### src/rtl/simple_axis_fifo_pkg.sv
// Shared constants and stored-entry record for the upsizing AXI4-Stream FIFO.
package simple_axis_fifo_pkg;

  localparam int unsigned DATA_IN_W  = 16;
  localparam int unsigned DATA_OUT_W = 128;
  localparam int unsigned ADDR_W     = 3;
  localparam int unsigned DIV        = DATA_OUT_W / DATA_IN_W;
  localparam int unsigned DEPTH      = 1 << ADDR_W;
  localparam int unsigned PTR_W      = ADDR_W + 1;

  typedef struct packed {
    logic [DATA_OUT_W-1:0] data;
    logic                  last;
  } entry_t;

endpackage

### src/rtl/simple_axis_fifo_packer.sv
// DIV-lane gearbox: packs narrow beats LSB-first into a wide word, zero-filling on tlast.
module simple_axis_fifo_packer #(
  parameter int unsigned DATA_IN_WIDTH  = 16,
  parameter int unsigned DATA_OUT_WIDTH = 128,
  parameter int unsigned DIV            = 8
) (
  input  logic                      clk,
  input  logic                      rst,
  input  logic                      beat_en,
  input  logic [DATA_IN_WIDTH-1:0]  beat_data,
  input  logic                      beat_last,
  output logic                      word_en_c,
  output logic [DATA_OUT_WIDTH-1:0] word_data_c,
  output logic                      word_last_c
);

  localparam int unsigned LANE_W = (DIV > 1) ? $clog2(DIV) : 1;

  logic [LANE_W-1:0]         lane;
  logic [DATA_OUT_WIDTH-1:0] acc;
  logic                      flush_c;

  // Current beat merged into the partially filled word; lanes above it are still zero.
  always_comb begin
    flush_c     = beat_last || (lane == LANE_W'(DIV - 1));
    word_data_c = acc | (DATA_OUT_WIDTH'(beat_data) << (32'(lane) * DATA_IN_WIDTH));
    word_en_c   = beat_en && flush_c;
    word_last_c = beat_last;
  end

  always_ff @(posedge clk or negedge rst) begin
    if (!rst) begin
      lane <= '0;
      acc  <= '0;
    end else if (beat_en) begin
      if (flush_c) begin
        lane <= '0;
        acc  <= '0;
      end else begin
        lane <= lane + LANE_W'(1);
        acc  <= word_data_c;
      end
    end
  end

endmodule

### src/rtl/simple_axis_fifo.sv
// Single-clock upsizing AXI4-Stream FIFO with optional per-frame store-and-forward.
module simple_axis_fifo
  import simple_axis_fifo_pkg::*;
#(
  parameter int unsigned DATA_IN_WIDTH  = DATA_IN_W,
  parameter int unsigned DATA_OUT_WIDTH = DATA_OUT_W,
  parameter int unsigned ADDR_WIDTH     = ADDR_W,
  parameter int unsigned FULL_SLACK     = 1,
  parameter int unsigned FRAME_MODE     = 1
) (
  input  logic                      clk,
  input  logic                      rst,
  input  logic [DATA_IN_WIDTH-1:0]  s_axis_tdata,
  input  logic                      s_axis_tlast,
  input  logic                      s_axis_tvalid,
  output logic                      s_axis_tready,
  output logic [DATA_OUT_WIDTH-1:0] m_axis_tdata,
  output logic                      m_axis_tlast,
  output logic                      m_axis_tvalid,
  input  logic                      m_axis_tready
);

  localparam int unsigned WORD_DIV  = DATA_OUT_WIDTH / DATA_IN_WIDTH;
  localparam int unsigned MEM_DEPTH = 1 << ADDR_WIDTH;
  localparam int unsigned P_W       = ADDR_WIDTH + 1;
  localparam int unsigned LIMIT     = MEM_DEPTH - FULL_SLACK;

  logic [P_W-1:0] wr_ptr, rd_ptr, commit_ptr;
  logic [P_W-1:0] count_c, wr_ptr_nxt, rd_ptr_nxt, count_nxt;
  logic           accept_c, wr_en_c, rd_en_c, word_last_c, commit_c;
  logic [DATA_OUT_WIDTH-1:0] word_data_c;
  entry_t         mem [MEM_DEPTH];
  entry_t         rd_entry;

  simple_axis_fifo_packer #(
    .DATA_IN_WIDTH  (DATA_IN_WIDTH),
    .DATA_OUT_WIDTH (DATA_OUT_WIDTH),
    .DIV            (WORD_DIV)
  ) u_packer (
    .clk         (clk),
    .rst         (rst),
    .beat_en     (accept_c),
    .beat_data   (s_axis_tdata),
    .beat_last   (s_axis_tlast),
    .word_en_c   (wr_en_c),
    .word_data_c (word_data_c),
    .word_last_c (word_last_c)
  );

  // Handshakes are decoded from registered pointers only, never from the partner's valid/ready.
  always_comb begin
    count_c       = wr_ptr - rd_ptr;
    s_axis_tready = rst && (count_c < P_W'(LIMIT));
    m_axis_tvalid = rst && (rd_ptr != commit_ptr);
    accept_c      = s_axis_tvalid && s_axis_tready;
    rd_en_c       = m_axis_tvalid && m_axis_tready;
    wr_ptr_nxt    = wr_ptr + P_W'(wr_en_c);
    rd_ptr_nxt    = rd_ptr + P_W'(rd_en_c);
    count_nxt     = wr_ptr_nxt - rd_ptr_nxt;
    // Reaching the fill limit releases an oversize frame so it can stream through.
    commit_c      = (FRAME_MODE == 0) || (wr_en_c && word_last_c) ||
                    (count_nxt == P_W'(LIMIT));
    rd_entry      = mem[rd_ptr[ADDR_WIDTH-1:0]];
    m_axis_tdata  = rst ? rd_entry.data : '0;
    m_axis_tlast  = rst && rd_entry.last;
  end

  always_ff @(posedge clk or negedge rst) begin
    if (!rst) begin
      wr_ptr     <= '0;
      rd_ptr     <= '0;
      commit_ptr <= '0;
    end else begin
      wr_ptr <= wr_ptr_nxt;
      rd_ptr <= rd_ptr_nxt;
      if (commit_c) commit_ptr <= wr_ptr_nxt;
    end
  end

  // Storage carries no reset; pointer state alone defines which entries are live.
  always_ff @(posedge clk) begin
    if (wr_en_c) mem[wr_ptr[ADDR_WIDTH-1:0]] <= '{data: word_data_c, last: word_last_c};
  end

endmodule

### config.mk
export PLATFORM = sky130hd
export DESIGN_NAME = simple_axis_fifo
export DESIGN_NICKNAME = d
export VERILOG_FILES = /design/src/rtl/simple_axis_fifo_pkg.sv /design/src/rtl/simple_axis_fifo_packer.sv /design/src/rtl/simple_axis_fifo.sv
export SDC_FILE = /design/constraint.sdc
export NUM_CORES = 1
export LEC_CHECK = 0
export ABC_CLOCK_PERIOD_IN_PS = 15800
export CELL_PAD_IN_SITES_DETAIL_PLACEMENT = 0
export CELL_PAD_IN_SITES_GLOBAL_PLACEMENT = 2
export CORE_MARGIN = 2
export CORE_UTILIZATION = 47
export CTS_CLUSTER_SIZE = 8
export DETAILED_ROUTE_END_ITERATION = 8
export PLACE_DENSITY = 0.78
export SLEW_MARGIN = 20
export SYNTH_ARGS = -nofsm -noshare
export SYNTH_HDL_FRONTEND = slang
export SYNTH_HIERARCHICAL = 1
export SYNTH_SLANG_ARGS = --single-unit
### constraint.sdc
create_clock -name clk -period 15.8 [get_ports clk]
set_input_delay 1.58 -clock clk [delete_from_list [all_inputs] [get_ports clk]]
set_output_delay 1.58 -clock clk [all_outputs]
set_load 0.01 [all_outputs]
# After elaboration in Yosys (flattened, before gate mapping)
# Memories as Yosys holds them, arrays and structs flattened.
# Index checks and enable logic that the tools add are counted.
# W data, S select, Z words.
# word_totals
ram_bits	1032
memories	1
regBits	143
out_inout_bits	131
elab_cells	31
# mem_list
memory	words	width	read_ports	rd_clocked_by_memory_dff	wr	line	rtl
mem	8	129	1	0	1	simple_axis_fifo.sv:32	entry_t mem [MEM_DEPTH];
# op_classes
bitwise_logic	1
reduce_logical	9
n_eq_ne	3
n_mux	5
add_sub_neg	5
order_cmp	1
n_shift	1
# ops
op	count
$mux W128	2
$or A128 B128 Y128	1
$shl A16 B7 Y128	1
$add A4 B1 Y4	2
$sub A4 B4 Y4	2
$logic_and A1 B1 Y1	7
$eq A4 B3 Y1 const B	1
$lt A4 B3 Y1 const B	1
$ne A4 B4 Y1	1
$add A3 B1 Y3 const B	1
$eq A3 B3 Y1 const B	1
$mux W3	1
$logic_or A1 B1 Y1	2
$mux W1	2

# Logic depth before layout (Yosys ltp)
# Gate-level depths: netlist (run 1).
# depth
word_depth	9
mapped_depth	23

# Modules after synthesis
# The synthesis (run 1) kept the hierarchy.
# by_module_without_submodules
mod	n_inst	seq_area_each_um2	cells_per_inst	area_per_inst_um2
simple_axis_fifo	1	31290.0	1863	40182.3
simple_axis_fifo_packer	1	3278.1	764	7279.5

# Worst setup path before layout (run 1)
# No wires, ideal clock.
# synth_path
path_type	input to register
start	input port rst
end	memory mem[2][0] (netlist bit), enable pin
n_path_buf	4
setup_slack_ps	3274
path_stages	9
setup_ps	775
arrival_time_ps	11751
cell_sequence	clkbuf_1 o311a_1 and2_1 buf_2 o21a_1 buf_2 buf_2 nand2_1 nor3_1
# synth_between
elab_chain_len	5
# synth_lines
item	line	rtl
start, declared	simple_axis_fifo.sv:12	input logic rst,
$logic_and A1 B1 Y1	simple_axis_fifo.sv:53	s_axis_tready = rst && (count_c < P_W'(LIMIT));
net s_axis_tready	simple_axis_fifo.sv:16	output logic s_axis_tready,
$logic_and A1 B1 Y1	simple_axis_fifo.sv:55	accept_c = s_axis_tvalid && s_axis_tready;
net accept_c	simple_axis_fifo.sv:30	logic accept_c, wr_en_c, rd_en_c, word_last_c, commit_c;
$logic_and A1 B1 Y1	simple_axis_fifo_packer.sv:27	word_en_c = beat_en && flush_c;
net wr_en_c	simple_axis_fifo.sv:30	
$mux W1	simple_axis_fifo.sv:82	if (wr_en_c) mem[wr_ptr[ADDR_WIDTH-1:0]] <= '{data: word_data_c, last: word_last_c};
$mux W1 (not written as such)	simple_axis_fifo.sv:82	
end, declared	simple_axis_fifo.sv:32	
# The timed path passes the listed nets, and every way through them passes these cells.

# Worst setup path in the final report (run 1)
# layout_path
start	register rd_ptr[0]
end	output port m_axis_tdata[10]
# layout_between
elab_chain_len	2
# layout_lines
item	line	rtl
start, declared	simple_axis_fifo.sv:28	logic [P_W-1:0] wr_ptr, rd_ptr, commit_ptr;
start signal, assigned	simple_axis_fifo.sv:75	rd_ptr <= rd_ptr_nxt;
$mem_v2 Z8 W129	-	
$mux W128	simple_axis_fifo.sv:64	m_axis_tdata = rst ? rd_entry.data : '0;
end, declared	simple_axis_fifo.sv:17	output logic [DATA_OUT_WIDTH-1:0] m_axis_tdata,
# Every way passes these cells.

==> summary.md, run 1 <==
| Metric | Value |
|---|---|
| Status | complete, no violations |
| Area growth syn-to-layout | 15.4% |
| Port bufs | about 150 |
| Post-synthesis xor/xnor area fraction | less than 1% |
| Synth cell types | 50 |
| R2r worst-path depth | 12 |
| Clk pin slew, worst setup/hold paths | roughly 0.050 ns |
| First-pass GRT wire length | 171,000 um |
| CTS tree | yes |
| Pre-CTS WS | around 9.8 ns |
| Root Driver | clkbuf_16 |
| Fraction of layout cells with a size suffix above 1 | 19.1% |
| Vias | roughly 25,000 |
| Mapped cell area | 0.0475 mm2 |
| Crit path kind | flip-flop to output port |
| Worst EP required | 14.22 ns |
| Post-DR vias/cell | between 5 and 6 |
| Most common cell after layout, fill and taps aside | edfxtp_1 |
| R2R setup slack | ~10 ns |
| Die width | about 320 um |
| Crit start category | flip-flop |
| Max_cap viols | 0 |
| DRC viols | 0 |
| Syn Nets | approximately 2,700 |
| Worst-path fanout max | between 80 and 90 |
| Post-Synth Adder-Cell Area | 0.401% |
| Gr ovfl total | 0 |
| Number of nets with antenna violations after routing | 0 |
| RSZ-0062 raised after global routing | no |
| Worst skew pair latency | between 0.7 and 0.8 ns |
| Post-CTS Setup Bufs | 0 |
| Total Routing Usage GR | a little under a quarter |
| CP Capture Type | output port |
| P per Cell Area | 177 mW/mm2 |
| Post-route setup slack | 9.22 ns |
| Detailed placer's ending HPWL | 57,100 um |
| Slew Limit Fails | 0 |
| R2R Path End | mem[2][62] |
| Starting Density | 47.4% |
| Top achievable clock speed | between 0.15 and 0.2 GHz |
| Number of I/O pins | 152 |
| Initial antenna violation count | 1 |
| Vias in the first global route | between 20,000 and 30,000 |
| Worst-case clock buffer depth | 3 |
| Final Cycle Share | between 40% and 50% |
| CP endpoint | m_axis_tdata[10] |
| Placer congestion estimate | a little over 0.7 |
| CTS buffer count | around 170 |
| Largest family of logic cells by synthesized area | multiplexers |
| Syn Inst Count | around 2,600 |
| Synth Register Bits | roughly 1,200 |
| Mapped Avg Cell Area | between 15 and 20 um2 |
| Post-synth top area share | about two thirds |
| Core area | 0.100 mm2 |
| NumNets Final | about 2,800 |
| Final setup vio count | 0 |
| Initial DRC count | about 2,200 |
| Largest net degree at the start of global routing | around 160 |
| Top post-synthesis cells by area | edfxtp_1 (65%), mux4_2 (12%), dfrtp_1 (7.5%), nand2_1 (2.1%), a21boi_0 (2.0%) |
| Drt first pass iters | 5 |
| Critical path launch point | rd_ptr[0] |
| Routed len/inst | between 20 and 30 um |
| Hold Crit Class | flip-flop to flip-flop |
| Slew @ Worst Pin | roughly 1.1 ns |
| Sequential cell area fraction in the yosys report | between 70 and 80% |
| Post-CTS Hold Fix Bufs | 0 |
| Hold Startpoint | commit_ptr[2] |
| Final hold violations | 0 |
| Arr. time, crit path | about 5 ns |
| Cell row count | 116 |
| Die height | about 320 um |
| Rel. slew slack | between 20% and 30% |
| Yosys warns | 6 |
| Launch point of the worst reg-to-reg path | rd_ptr[1] |
| Total clock sinks | about 1,200 |
| Area leader, netlist | edfxtp_1 |
| TNS Setup | 0 ns |
| Total wire length | ~110,000 um |
| Leak | between 15 and 20 nW |
| Cts repair resizes | 0 |
| Compound-Gate Fraction of Synth Area | under 10% |
| Post-synthesis mux area share | 12.3% |
| Htree depth | 4 |
| Peak VDD IR | about 0.18 mV |
| Post-Synth Simple-Gate Area | roughly 2.9% |
| Commonest cells after routing, fill and taps aside | edfxtp_1 (1,032), nand2_1 (264), mux4_2 (258), clkbuf_16 (167), dfrtp_1 (137) |
| Clock skew | about 0.025 ns |
| Hold_ws | a little over 0.5 ns |
| Die footprint | 0.104 mm2 |
| Final min period | about 6.6 ns |
==> per-layer routing <==
layer / routed length, um / track usage [%] / vias to the layer above
met5: 0 / 0 / -
met3: 7130 / 4.48 / 186
met2: 56000 / 36.8 / 810
li1: - / - / 10600
met1: 48400 / 31.1 / 13100
met4: 2940 / 7.06 / 0
==> kinds of logic after synthesis <==
| logic type | Yosys count |
|---|---|
| AOI/OAI and AO/OA | 525 |
| xor gates and xnor gates | 15 |
| and+or+nand+nor | 315 |
| buffers and inverters | 322 |
| DFF | 1175 |
| adders and majority gates | 14 |
| muxes | 261 |
==> cell usage after synthesis (all sizes together) <==
cell type  instances
and3b              3
and2               2
dfrtp            143
or3                2
or4b               1
mux4             258
o21ai              4
nor3b              3
or3b               3
a21oi            129
a31oi             16
buf              112
clkbuf            84
o41a               1
nand2b             3
inv              126
a211oi           112
mux2               3
xnor2              7
o211ai             1
o311a              1
nor2b              1
a21boi           129
nor2               6
o21a               1
nor3              19
nand3              3
ha                12
xor2               8
fa                 2
a21o             129
o32ai              2
and3               1
nand3b             4
edfxtp          1032
nand2            264
==> where the power goes <==
part	internal, mW	leakage, nW	total, mW	switching, mW
registers	3.66	11.4	3.83	0.168
clock network	1.98	2.31	3.26	1.28
logic	1.14	5.30	2.61	1.47
total	6.79	19.0	9.70	2.92
==> per-stage QoR <==
| step | instances | utilization (%) | cell area [um2] | power (mW) |
|---|---|---|---|---|
| 2_1_floorplan | 2627 | - | 47500 | 5.67 |
| 3_3_place_gp | 3915 | 49.8 | 49900 | 6.49 |
| 3_5_place_dp | 3916 | 49.8 | 49900 | 6.54 |
| 4_1_cts | 4214 | 54.7 | 54800 | 9.82 |
| 5_1_grt | 4214 | 54.7 | 54800 | 10.1 |
| 6_report | 4218 | 54.7 | 54800 | 9.70 |
==> worst max-delay path: stages (launching register included) <==
cell	delay, ns
dfrtp_4	0.93
buf_12	0.62
buf_4	0.54
buf_16	0.32
mux4_2	0.27
nand2_1	0.06
a21boi_0	0.70
clkdlybuf4s50_1	0.68
==> sequential cells by signal (all words and copies together) (netlist names) <==
signal,count
u_packer/lane,3
wr_ptr,4
rd_ptr,4
mem,1032
commit_ptr,4
u_packer/acc,128
==> worst min path at each step <==
| stage | endpoint | slack, ns | cells after the start |
|---|---|---|---|
| floorplan | commit_ptr[0] | 0.48 | 1 |
| global placement | commit_ptr[0] | 0.49 | 1 |
| detailed placement | commit_ptr[2] | 0.50 | 1 |
| CTS | commit_ptr[2] | 0.51 | 1 |
| global route | commit_ptr[1] | 0.54 | 1 |
| finish | commit_ptr[2] | 0.51 | 1 |
==> area by class of cell <==
class / count / area, um2
clock inverter: 14 / 235
clock buffer: 284 / 4640
antenna: 4 / 10.0
inverter: 126 / 478
sequential: 1175 / 34600
fill: 7747 / 45400
multi-input combinational: 1130 / 11400
tap: 1298 / 1620
timing repair buffer: 187 / 1810
Note: power is estimated with default switching activity, not from simulation.
==> inputs of run 2 (changes only) <==
Settings changed: ABC_CLOCK_PERIOD_IN_PS 15800 to 6000, CORE_UTILIZATION 47 to 43, PLACE_DENSITY 0.78 to 0.75.
Clock period 15.8 ns to 6 ns, I/O delays scaled along.
==> summary.md, run 2 (synthesized netlist as in run 1, its figures left out) <==
| Metric | Value |
|---|---|
| Routed len/inst | 26.9 um (-1.0%) |
| Slew Limit Fails | 0 (unchanged) |
| Launch point of the worst reg-to-reg path | rd_ptr[1] |
| RSZ-0062 raised after global routing | no |
| Crit path kind | flip-flop to output port |
| Initial antenna violation count | 0 (-1) |
| Root Driver | clkbuf_16 |
| Sequential power share | 38.8% (-0.6 points) |
| Die height | 336 um (+4.5%) |
| Final min period | 5.14 ns |
| Starting Density | 43.5% (-3.9 points) |
| DRC viols | 0 (unchanged) |
| Final Util | 50.5% (-4.2 points) |
| Htree depth | 4 (unchanged) |
| Total wire length | 118,000 um (+3.3%) |
| Comb power frac | 27.8% (+0.9 points) |
| Net switching power | 7.64 mW (+160%) |
| Storage element area | 0.0346 mm2 (unchanged) |
| Total Routing Usage GR | 21.3% (-1.4 points) |
| Multi-input gate area | 0.0115 mm2 (+0.35%) |
| Crit start category | flip-flop |
| Final cell count without fillers | 4,401 (+4.3%) |
| Hold Crit Class | input port to async pin |
| Total clock sinks | 1,175 (unchanged) |
| Post-CTS Hold Fix Bufs | 1 (+1) |
| Clock skew | 0.0181 ns (-0.00709 ns) |
| Worst-path fanout max | 62 (-30%) |
| Worst-case clock buffer depth | 3 (unchanged) |
| Arr. time, crit path | 4.54 ns (-0.46 ns) |
| Clock share of power | 33.4% (-0.2 points) |
| Placer congestion estimate | 0.693 (-2.9%) |
| Initial DRC count | 2,217 (-0.090%) |
| Final setup vio count | 0 (unchanged) |
| Sw Share | 29.8% (-0.20 points) |
| Die width | 336 um (+4.5%) |
| Detailed placer's ending HPWL | 57,600 um (+0.93%) |
| Max reg flops | 1,032 (unchanged) |
| Vias in the first global route | 26,300 (+0.45%) |
| Peak VDD IR | 0.365 mV (+100%) |
| R2R setup slack | 1.52 ns (-8.85 ns) |
| Final hold violations | 0 (unchanged) |
| NumNets Final | 2,824 (+0.14%) |
| Port bufs | 151 (unchanged) |
| Leak | 19.0 nW (about the same) |
| Top achievable clock speed | a little under 0.2 GHz |
| Core area | 0.109 mm2 (+9.0%) |
| Commonest cells after routing, fill and taps aside | edfxtp_1 (1,032), nand2_1 (263), mux4_2 (258), clkbuf_16 (171), dfrtp_1 (137) |
| Gr ovfl total | 0 (unchanged) |
| Status | complete, no violations |
| P per Cell Area | 465 mW/mm2 (+160%) |
| Number of nets with antenna violations after routing | 0 (unchanged) |
| Cts repair resizes | 0 (unchanged) |
| First-pass GRT wire length | 175,000 um (+2.5%) |
| Most common cell after layout, fill and taps aside | edfxtp_1 |
| Fraction of layout cells with a size suffix above 1 | 19.1% (-0.080 points) |
| Dpl cells | 4,096 (+4.6%) |
| Die footprint | 0.113 mm2 (+9.2%) |
| Worst skew pair latency | 0.73 ns (-0.02 ns) |
| CTS buffer count | 165 (unchanged) |
| PnR Total Power | 25.6 mW (+160%) |
| Post-DR vias/cell | 5.67 (-3.5%) |
| Worst EP required | 5.40 ns (-8.82 ns) |
| Clk pin slew, worst setup/hold paths | 0.05 ns (about the same) |
| Final Cycle Share | a little under nine tenths |
| Fin area | 0.0551 mm2 (+0.55%) |
| Slew @ Worst Pin | 1.11 ns (+0.0205 ns) |
| Post-CTS Setup Bufs | 0 (unchanged) |
| CP Capture Type | output port |
| Max_cap viols | 0 (unchanged) |
| Drt first pass iters | 5 (unchanged) |
| Rel. slew slack | 26.1% (-1.4 points) |
| R2R Path End | mem[7][89] |
| Internal | 18.0 mW (+160%) |
| CTS tree | yes |
| Number of I/O pins | 152 (unchanged) |
| Area growth syn-to-layout | 16.1% |
| R2r worst-path depth | 12 (unchanged) |
| Fill count | 8,793 (+14%) |
| Largest net degree at the start of global routing | 133 (-17%) |
| Vias | 24,900 (+0.72%) |
| Area after DPL | 0.0502 mm2 (+0.70%) |
| Cell row count | 121 (+4.3%) |
run 2: cell types whose count changed in the layout (fill, tap and decap cells not counted), sizes merged:
cell,delta
clkdlybuf4s50,+1
buf,+2
dlygate4sd3,+1
clkbuf,+12
clkinv,-9
diode,-2
run 2: per-stage QoR:
stage | TNS (ns) | worst slack, ns | hold slack, ns
global route | 0 | 0.665 | 0.477
floorplan | -68.55 | -0.259 | 0.304
global placement | 0 | 1.43 | 0.517
CTS | 0 | 0.622 | 0.438
finish | 0 | 0.863 | 0.463
detailed placement | 0 | 1.43 | 0.513
run 2: worst max-delay path: stages (launching register included):
cell and delay, ns:
dfrtp_4 0.76, buf_4 0.84, buf_4 0.65, mux4_2 0.31
nand2_1 0.06, a21boi_0 0.43, clkdlybuf4s50_1 0.63
run 2: area by class of cell:
| type | instances | area share (%) |
|---|---|---|
| inverters | 126 | 0.868 |
| flip-flops and latches | 1175 | 62.8 |
| clock inverters | 5 | 0.0704 |
| well taps | 1476 | 3.35 |
| clock buffers | 296 | 8.62 |
| diodes | 2 | 0.00909 |
| repair buffers | 191 | 3.51 |
| multi-input cells | 1130 | 20.8 |
run 2: routing by layer:
metal  GRT usage [%]  vias up  routed length [um]
li1                -    10700                   -
met1            29.7    13300               51200
met2            33.9      840               56300
met3            3.88      175                7570
met4            7.31        0                3210
met5               0        -                   0
run 2: worst max path at each step:
stage	depth (start not counted)	start	slack, ns	end
floorplan	16	rd_ptr[1]	-0.26	mem[5][0]
global placement	12	rd_ptr[1]	1.43	mem[7][11]
detailed placement	12	rd_ptr[1]	1.43	mem[7][89]
CTS	6	rd_ptr[0]	0.62	m_axis_tdata[112]
global route	6	rd_ptr[0]	0.67	m_axis_tdata[112]
finish	6	rd_ptr[1]	0.86	m_axis_tdata[15]
run 2: power by group through the flow:
stage / Sequential, mW / Clock, mW / Combinational [mW]
floorplan: 9.92 / 0 / 5.02
global route: 9.97 / 9.08 / 7.72
CTS: 9.93 / 8.73 / 7.22
finish: 9.93 / 8.56 / 7.10
detailed placement: 10.1 / 0 / 7.20
global placement: 10.1 / 0 / 7.12
